`src/rtl/evm_pkg.sv`:
```
// Shared types and helpers for the electronic voting machine ballot controller.
package evm_pkg;

   typedef enum logic [1:0] {
      CHECK   = 2'd0,
      ARMED   = 2'd1,
      LOCKOUT = 2'd2,
      SEALED  = 2'd3
   } evm_state_e;

   // Width needed to index n items; never returns less than one bit.
   function automatic int clog2(input int n);
      int r;
      int v;
      r = 0;
      v = n - 1;
      while (v > 0) begin
         r++;
         v = v >> 1;
      end
      if (r == 0) r = 1;
      return r;
   endfunction

endpackage

```
`src/rtl/evm_tally_bank.sv`:
```
// Bank of NUM_CAND saturating vote counters with a single increment port and one read port.
module evm_tally_bank
   import evm_pkg::*;
#(
   parameter int NUM_CAND = 4,
   parameter int CNT_W    = 16
) (
   input  logic                       clk,
   input  logic                       reset,
   input  logic                       inc_en,
   input  logic [clog2(NUM_CAND)-1:0] inc_idx,
   input  logic [clog2(NUM_CAND)-1:0] rd_sel,
   output logic [CNT_W-1:0]           rd_data,
   output logic                       sat
);

   localparam int                IDX_W   = clog2(NUM_CAND);
   localparam logic [CNT_W-1:0]  CNT_MAX = '1;
   localparam logic [CNT_W-1:0]  CNT_M1  = CNT_MAX - 1'b1;

   logic [CNT_W-1:0] tally_q [NUM_CAND];
   logic [CNT_W-1:0] tally_d [NUM_CAND];

   // sat flags any counted vote that leaves its tally pinned at the maximum.
   always_comb begin
      sat = 1'b0;
      for (int i = 0; i < NUM_CAND; i++) begin
         tally_d[i] = tally_q[i];
         if (inc_en && (inc_idx == IDX_W'(i))) begin
            if (tally_q[i] != CNT_MAX) tally_d[i] = tally_q[i] + 1'b1;
            if (tally_q[i] >= CNT_M1) sat = 1'b1;
         end
      end
   end

   always_ff @(posedge clk or posedge reset) begin
      if (reset) begin
         for (int i = 0; i < NUM_CAND; i++) tally_q[i] <= '0;
      end else begin
         for (int i = 0; i < NUM_CAND; i++) tally_q[i] <= tally_d[i];
      end
   end

   // Selects beyond the last candidate fall through to zero.
   always_comb begin
      rd_data = '0;
      for (int i = 0; i < NUM_CAND; i++) begin
         if (rd_sel == IDX_W'(i)) rd_data = tally_q[i];
      end
   end

endmodule

```
`src/rtl/evm_ballot_controller.sv`:
```
// Ballot controller: one vote per officer authorisation, button-release lockout,
// saturating tallies and a terminal seal with read-only result access.
module evm_ballot_controller
   import evm_pkg::*;
#(
   parameter int NUM_CAND       = 4,
   parameter int CNT_W          = 16,
   parameter int LOCKOUT_CYCLES = 4
) (
   input  logic                       clk,
   input  logic                       reset,
   input  logic                       officer_auth,
   input  logic [NUM_CAND-1:0]        push,
   input  logic                       seal_req,
   input  logic [clog2(NUM_CAND)-1:0] rd_sel,
   output logic                       ready_led,
   output logic                       vote_valid,
   output logic [clog2(NUM_CAND)-1:0] vote_idx,
   output logic                       multi_err,
   output logic                       sealed,
   output logic                       sat_flag,
   output logic [CNT_W-1:0]           rd_count
);

   localparam int IDX_W = clog2(NUM_CAND);
   localparam int LK_W  = clog2(LOCKOUT_CYCLES + 1);

   evm_state_e       state_q, state_d;
   logic [LK_W-1:0]  lk_q, lk_d;
   logic             push_none, push_one;
   logic [IDX_W-1:0] push_idx;
   logic             accept, multi;
   logic             ready_q, valid_q, multi_q, sealed_q, sat_q;
   logic [IDX_W-1:0] idx_q;
   logic             bank_sat;
   logic [CNT_W-1:0] rd_data;

   always_comb begin
      push_none = (push == '0);
      push_one  = !push_none && ((push & (push - 1'b1)) == '0);
      push_idx  = '0;
      for (int i = 0; i < NUM_CAND; i++) begin
         if (push[i]) push_idx = IDX_W'(i);
      end
   end

   always_ff @(posedge clk or posedge reset) begin
      if (reset) begin
         state_q <= CHECK;
         lk_q    <= '0;
      end else begin
         state_q <= state_d;
         lk_q    <= lk_d;
      end
   end

   // LOCKOUT is left only after the counter has drained and every button is released.
   always_comb begin
      state_d = state_q;
      lk_d    = lk_q;
      case (state_q)
         CHECK: begin
            if (seal_req)          state_d = SEALED;
            else if (officer_auth) state_d = ARMED;
         end
         ARMED: begin
            if (seal_req) begin
               state_d = SEALED;
            end else if (push_one) begin
               state_d = LOCKOUT;
               lk_d    = LK_W'(LOCKOUT_CYCLES);
            end
         end
         LOCKOUT: begin
            if ((lk_q == '0) && push_none) state_d = CHECK;
            else if (lk_q != '0)           lk_d    = lk_q - 1'b1;
         end
         SEALED:  state_d = SEALED;
         default: state_d = CHECK;
      endcase
   end

   always_comb begin
      accept = 1'b0;
      multi  = 1'b0;
      if ((state_q == ARMED) && !seal_req) begin
         accept = push_one;
         multi  = !push_none && !push_one;
      end
   end

   // Outputs are registered from the next state so they line up with the state change.
   always_ff @(posedge clk or posedge reset) begin
      if (reset) begin
         ready_q  <= 1'b0;
         valid_q  <= 1'b0;
         multi_q  <= 1'b0;
         sealed_q <= 1'b0;
         sat_q    <= 1'b0;
         idx_q    <= '0;
      end else begin
         ready_q  <= (state_d == ARMED);
         valid_q  <= accept;
         multi_q  <= multi;
         sealed_q <= (state_d == SEALED);
         sat_q    <= sat_q | bank_sat;
         if (accept) idx_q <= push_idx;
      end
   end

   evm_tally_bank #(
      .NUM_CAND (NUM_CAND),
      .CNT_W    (CNT_W)
   ) u_tally (
      .clk      (clk),
      .reset    (reset),
      .inc_en   (accept),
      .inc_idx  (push_idx),
      .rd_sel   (rd_sel),
      .rd_data  (rd_data),
      .sat      (bank_sat)
   );

   assign ready_led  = ready_q;
   assign vote_valid = valid_q;
   assign vote_idx   = idx_q;
   assign multi_err  = multi_q;
   assign sealed     = sealed_q;
   assign sat_flag   = sat_q;
   assign rd_count   = sealed_q ? rd_data : '0;

endmodule

```
`config.mk`:
```
export PLATFORM = sky130hd
export DESIGN_NAME = evm_ballot_controller
export DESIGN_NICKNAME = d
export VERILOG_FILES = /design/src/rtl/evm_pkg.sv /design/src/rtl/evm_tally_bank.sv /design/src/rtl/evm_ballot_controller.sv
export SDC_FILE = /design/constraint.sdc
export NUM_CORES = 1
export LEC_CHECK = 0
export BUFFER_PORTS_ARGS = -buffer_cell sky130_fd_sc_hd__clkbuf_2
export CELL_PAD_IN_SITES_DETAIL_PLACEMENT = 0
export CELL_PAD_IN_SITES_GLOBAL_PLACEMENT = 1
export CORE_MARGIN = 2
export CORE_UTILIZATION = 48
export DETAILED_ROUTE_END_ITERATION = 16
export PLACE_DENSITY = 0.79
export SKIP_CTS_REPAIR_TIMING = 1
export SYNTH_ARGS = -nofsm -noshare
export SYNTH_HDL_FRONTEND = slang
export SYNTH_SLANG_ARGS = --single-unit
```
`constraint.sdc`:
```
create_clock -name clk -period 3.2 [get_ports clk]
set_input_delay 0.8 -clock clk [delete_from_list [all_inputs] [get_ports clk]]
set_output_delay 0.8 -clock clk [all_outputs]
set_load 0.01 [all_outputs]
```
==> results.md <==
- Synthesized area: 4330 sq um
- Register area: 1900 sq um
- Mapped Cells: 398
- Inserted Diodes: 0
- I/O pin cnt: 33
- GRT met2 Usage: 0.340
- Register bit count reported by yosys: 76
- Nets: 458
- Post-synthesis adder-cell area fraction: 0.0289
- Critical Path AT: just under 2000 ps
- First-pass GRT wire length: 16700 um
- Overall routing resource usage: 0.220
- Layout Skew: between 10 and 15 ps
- EDFF count, synth: 0
- CTS Sinks: 76
- Mux contribution to synthesized area: 0.0906
- Least-Margin Pin Slew: about 730 ps
- Busiest grt layer: met2
- Via count: between 3k and 4k
- Minimum period implied by the final worst setup slack: roughly 2800 ps
- Max IR drop VDD: ~0.26 mV
- H-tree depth: 3
- Max_slew headroom: 0.514
- Total die area: approximately 9800 sq um
- Gp weighted congestion: 0.907
- Syn nets: between 400 and 500
- Netlist cell types: 54
- Die X: about 100 um
- Worst hold slack: between 500 and 600 ps
- 1st-iter DRT viols: between 200 and 250
- Leakage: ~2.2 nW
- CP required: about 2400 ps
- Crit Path Category: in -> out
- Result of the run: finished clean
- Largest net degree at the start of global routing: 34
- Largest family of logic cells by synthesized area: simple AND/OR/NAND/NOR gates
- Synth async-reset ratio: 1.00
- Post-Synth Simple-Gate Area: 0.247
- GR Overflow Total: 0
- Routed Antenna Nets: 0
- CTS Buf Count: 9
- Initial Util: 0.497
- Crit-path max FO: 14
- Synthesis Warnings: 0
- Pwr dens: around 430 nW/um^2
- WHS Path Cells: 1
- Clock-pin slew on the worst setup and hold paths: 80 ps
- Skew-Pair Late Insertion Delay: between 300 and 400 ps
- Die Ht: approximately 99 um
- FMAX: ~360 MHz
- DP Area: roughly 4600 sq um
- Share of cells above drive strength 1: 0.214
- Met1 usage: 0.320
- Worst hold path type: reg -> reg
- Port Buffers: 32
- Period utilization: 0.869
- Post-route cell area: ~4900 sq um
- Commonest non-fill, non-tap cell in the layout: dfrtp_1
- Max Slew Vio Count: 0
- Grt met3 use: 0.0340
- CP Capture Type: output pin
- WL final: ~10000 um
- Compound-Gate Fraction of Synth Area: 0.0589
- Worst reg2reg path depth: 6
- Std-Cell Rows: 34
- Routed len/inst: approximately 18 um
- Commonest register cell after synthesis: dfrtp_1
- CTS Buffer Depth: 2
- DP Wirelength: around 7500 um
- Multi-input logic area: around 2300 sq um
- Vias per inst: 5.75
- Most frequent cells in the layout: dfrtp_1, xnor2_1, clkbuf_2, nand2_1, nor2_1
- CP Launch Type: input pin
- Post-Route Setup TNS: 0 ps
- Max_cap viols: 0
- Seq/Total Area, Yosys: 0.439
- RSZ-0062 raised after global routing: no
- Final Setup Violations: 0
- Final hold vios: 0
- Core footprint: slightly below 9000 sq um
- Syn avg cell area: 10.9 sq um
- Filler Cells Inserted: a little under 800
- # DRC: 0
- Initial antenna violation count: 0
- TritonCTS clock tree: done
- Pre-Repair DR Iteration Count: 4
- Area Growth Syn to Fin: 12.9%
- CTS root buf: clkbuf_8
- Vias in the first global route: 3087
- XOR/XNOR share of the synthesized area: 0.115
- Final Util: 0.561
-- flip-flops by register name, summed over array words and instances, names as in the netlist --
name and cells:
vote_idx 2, sealed 1, sat_flag 1, ready_led 1, lk_q 3, multi_err 1
u_tally.tally_q 64, vote_valid 1, state_q 2
-- cell type report --
type                    instances  share of cell area
clock buffers                  10              0.0281
repair buffers                 37              0.0429
inverters                      15              0.0115
clock inverters                 6              0.0228
multi-input cells             299               0.479
flip-flops and latches         76               0.389
well taps                     108              0.0276
-- cells in the mapped netlist, drive strengths merged, types with 2 or more instances --
library cell	number	area, sq um
ha	10	125
and4	2	17.5
clkbuf	5	18.8
a21oi	6	30.0
mux2	2	22.5
nand3	30	178
xnor2	38	333
nor3	18	115
o21a	3	22.5
dfrtp	76	1900
o21ai	9	56.3
and3	13	82.6
xor2	19	166
inv	15	56.3
nand4	21	138
buf	3	15.0
nand2	28	105
nor4	10	90.1
nor2	29	114
mux4	16	360
and2	17	106
a31oi	4	40.0
nor3b	2	20.0
nand3b	3	22.5
nand2b	3	18.8
-- logic make-up after synthesis --
kind of cell    after synthesis
fa+ha+maj                    10
mux                          19
flops                        76
simple gates                182
compound gates               31
xor+xnor                     57
buf+inv                      23
-- per-layer routing --
metal | vias up | wire [um] | part of all wire
met5 | - | 0 | 0
met4 | 0 | 150 | 0.015
met3 | 11 | 467 | 0.047
met2 | 75 | 4710 | 0.48
met1 | 1570 | 4570 | 0.46
li1 | 1512 | - | -
-- worst paths after layout --
path                                     start                  end  slack (ps)
setup / recovery                     rd_sel[1]          rd_count[5]         420
hold / removal             u_tally.tally_q[47]  u_tally.tally_q[47]         520
setup reg to reg           u_tally.tally_q[48]  u_tally.tally_q[51]        1030
hold reg to reg            u_tally.tally_q[47]  u_tally.tally_q[47]         520
max in group asynchronous                reset   u_tally.tally_q[7]        1910
min in group asynchronous                reset  u_tally.tally_q[59]         550
-- critical path: stages --
cell	delay, ps
clkbuf_2	70
buf_4	260
mux4_2	540
and2_1	170
clkbuf_2	120
-- power by group --
group	leakage [nW]	internal [mW]	switching [mW]
registers	1.02	0.987	0.0336
logic	1.03	0.0737	0.0992
clock network	0.122	0.539	0.372
total	2.17	1.60	0.505
-- per-stage QoR --
step	instances	power [mW]	setup WS, ps
final	551	2.10	419
after global routing	551	2.19	321
after CTS	551	2.12	392
after detailed placement	535	1.21	392
after global placement	535	1.21	404
after floorplan	398	1.16	212
Power figures use the tool's default switching activity.
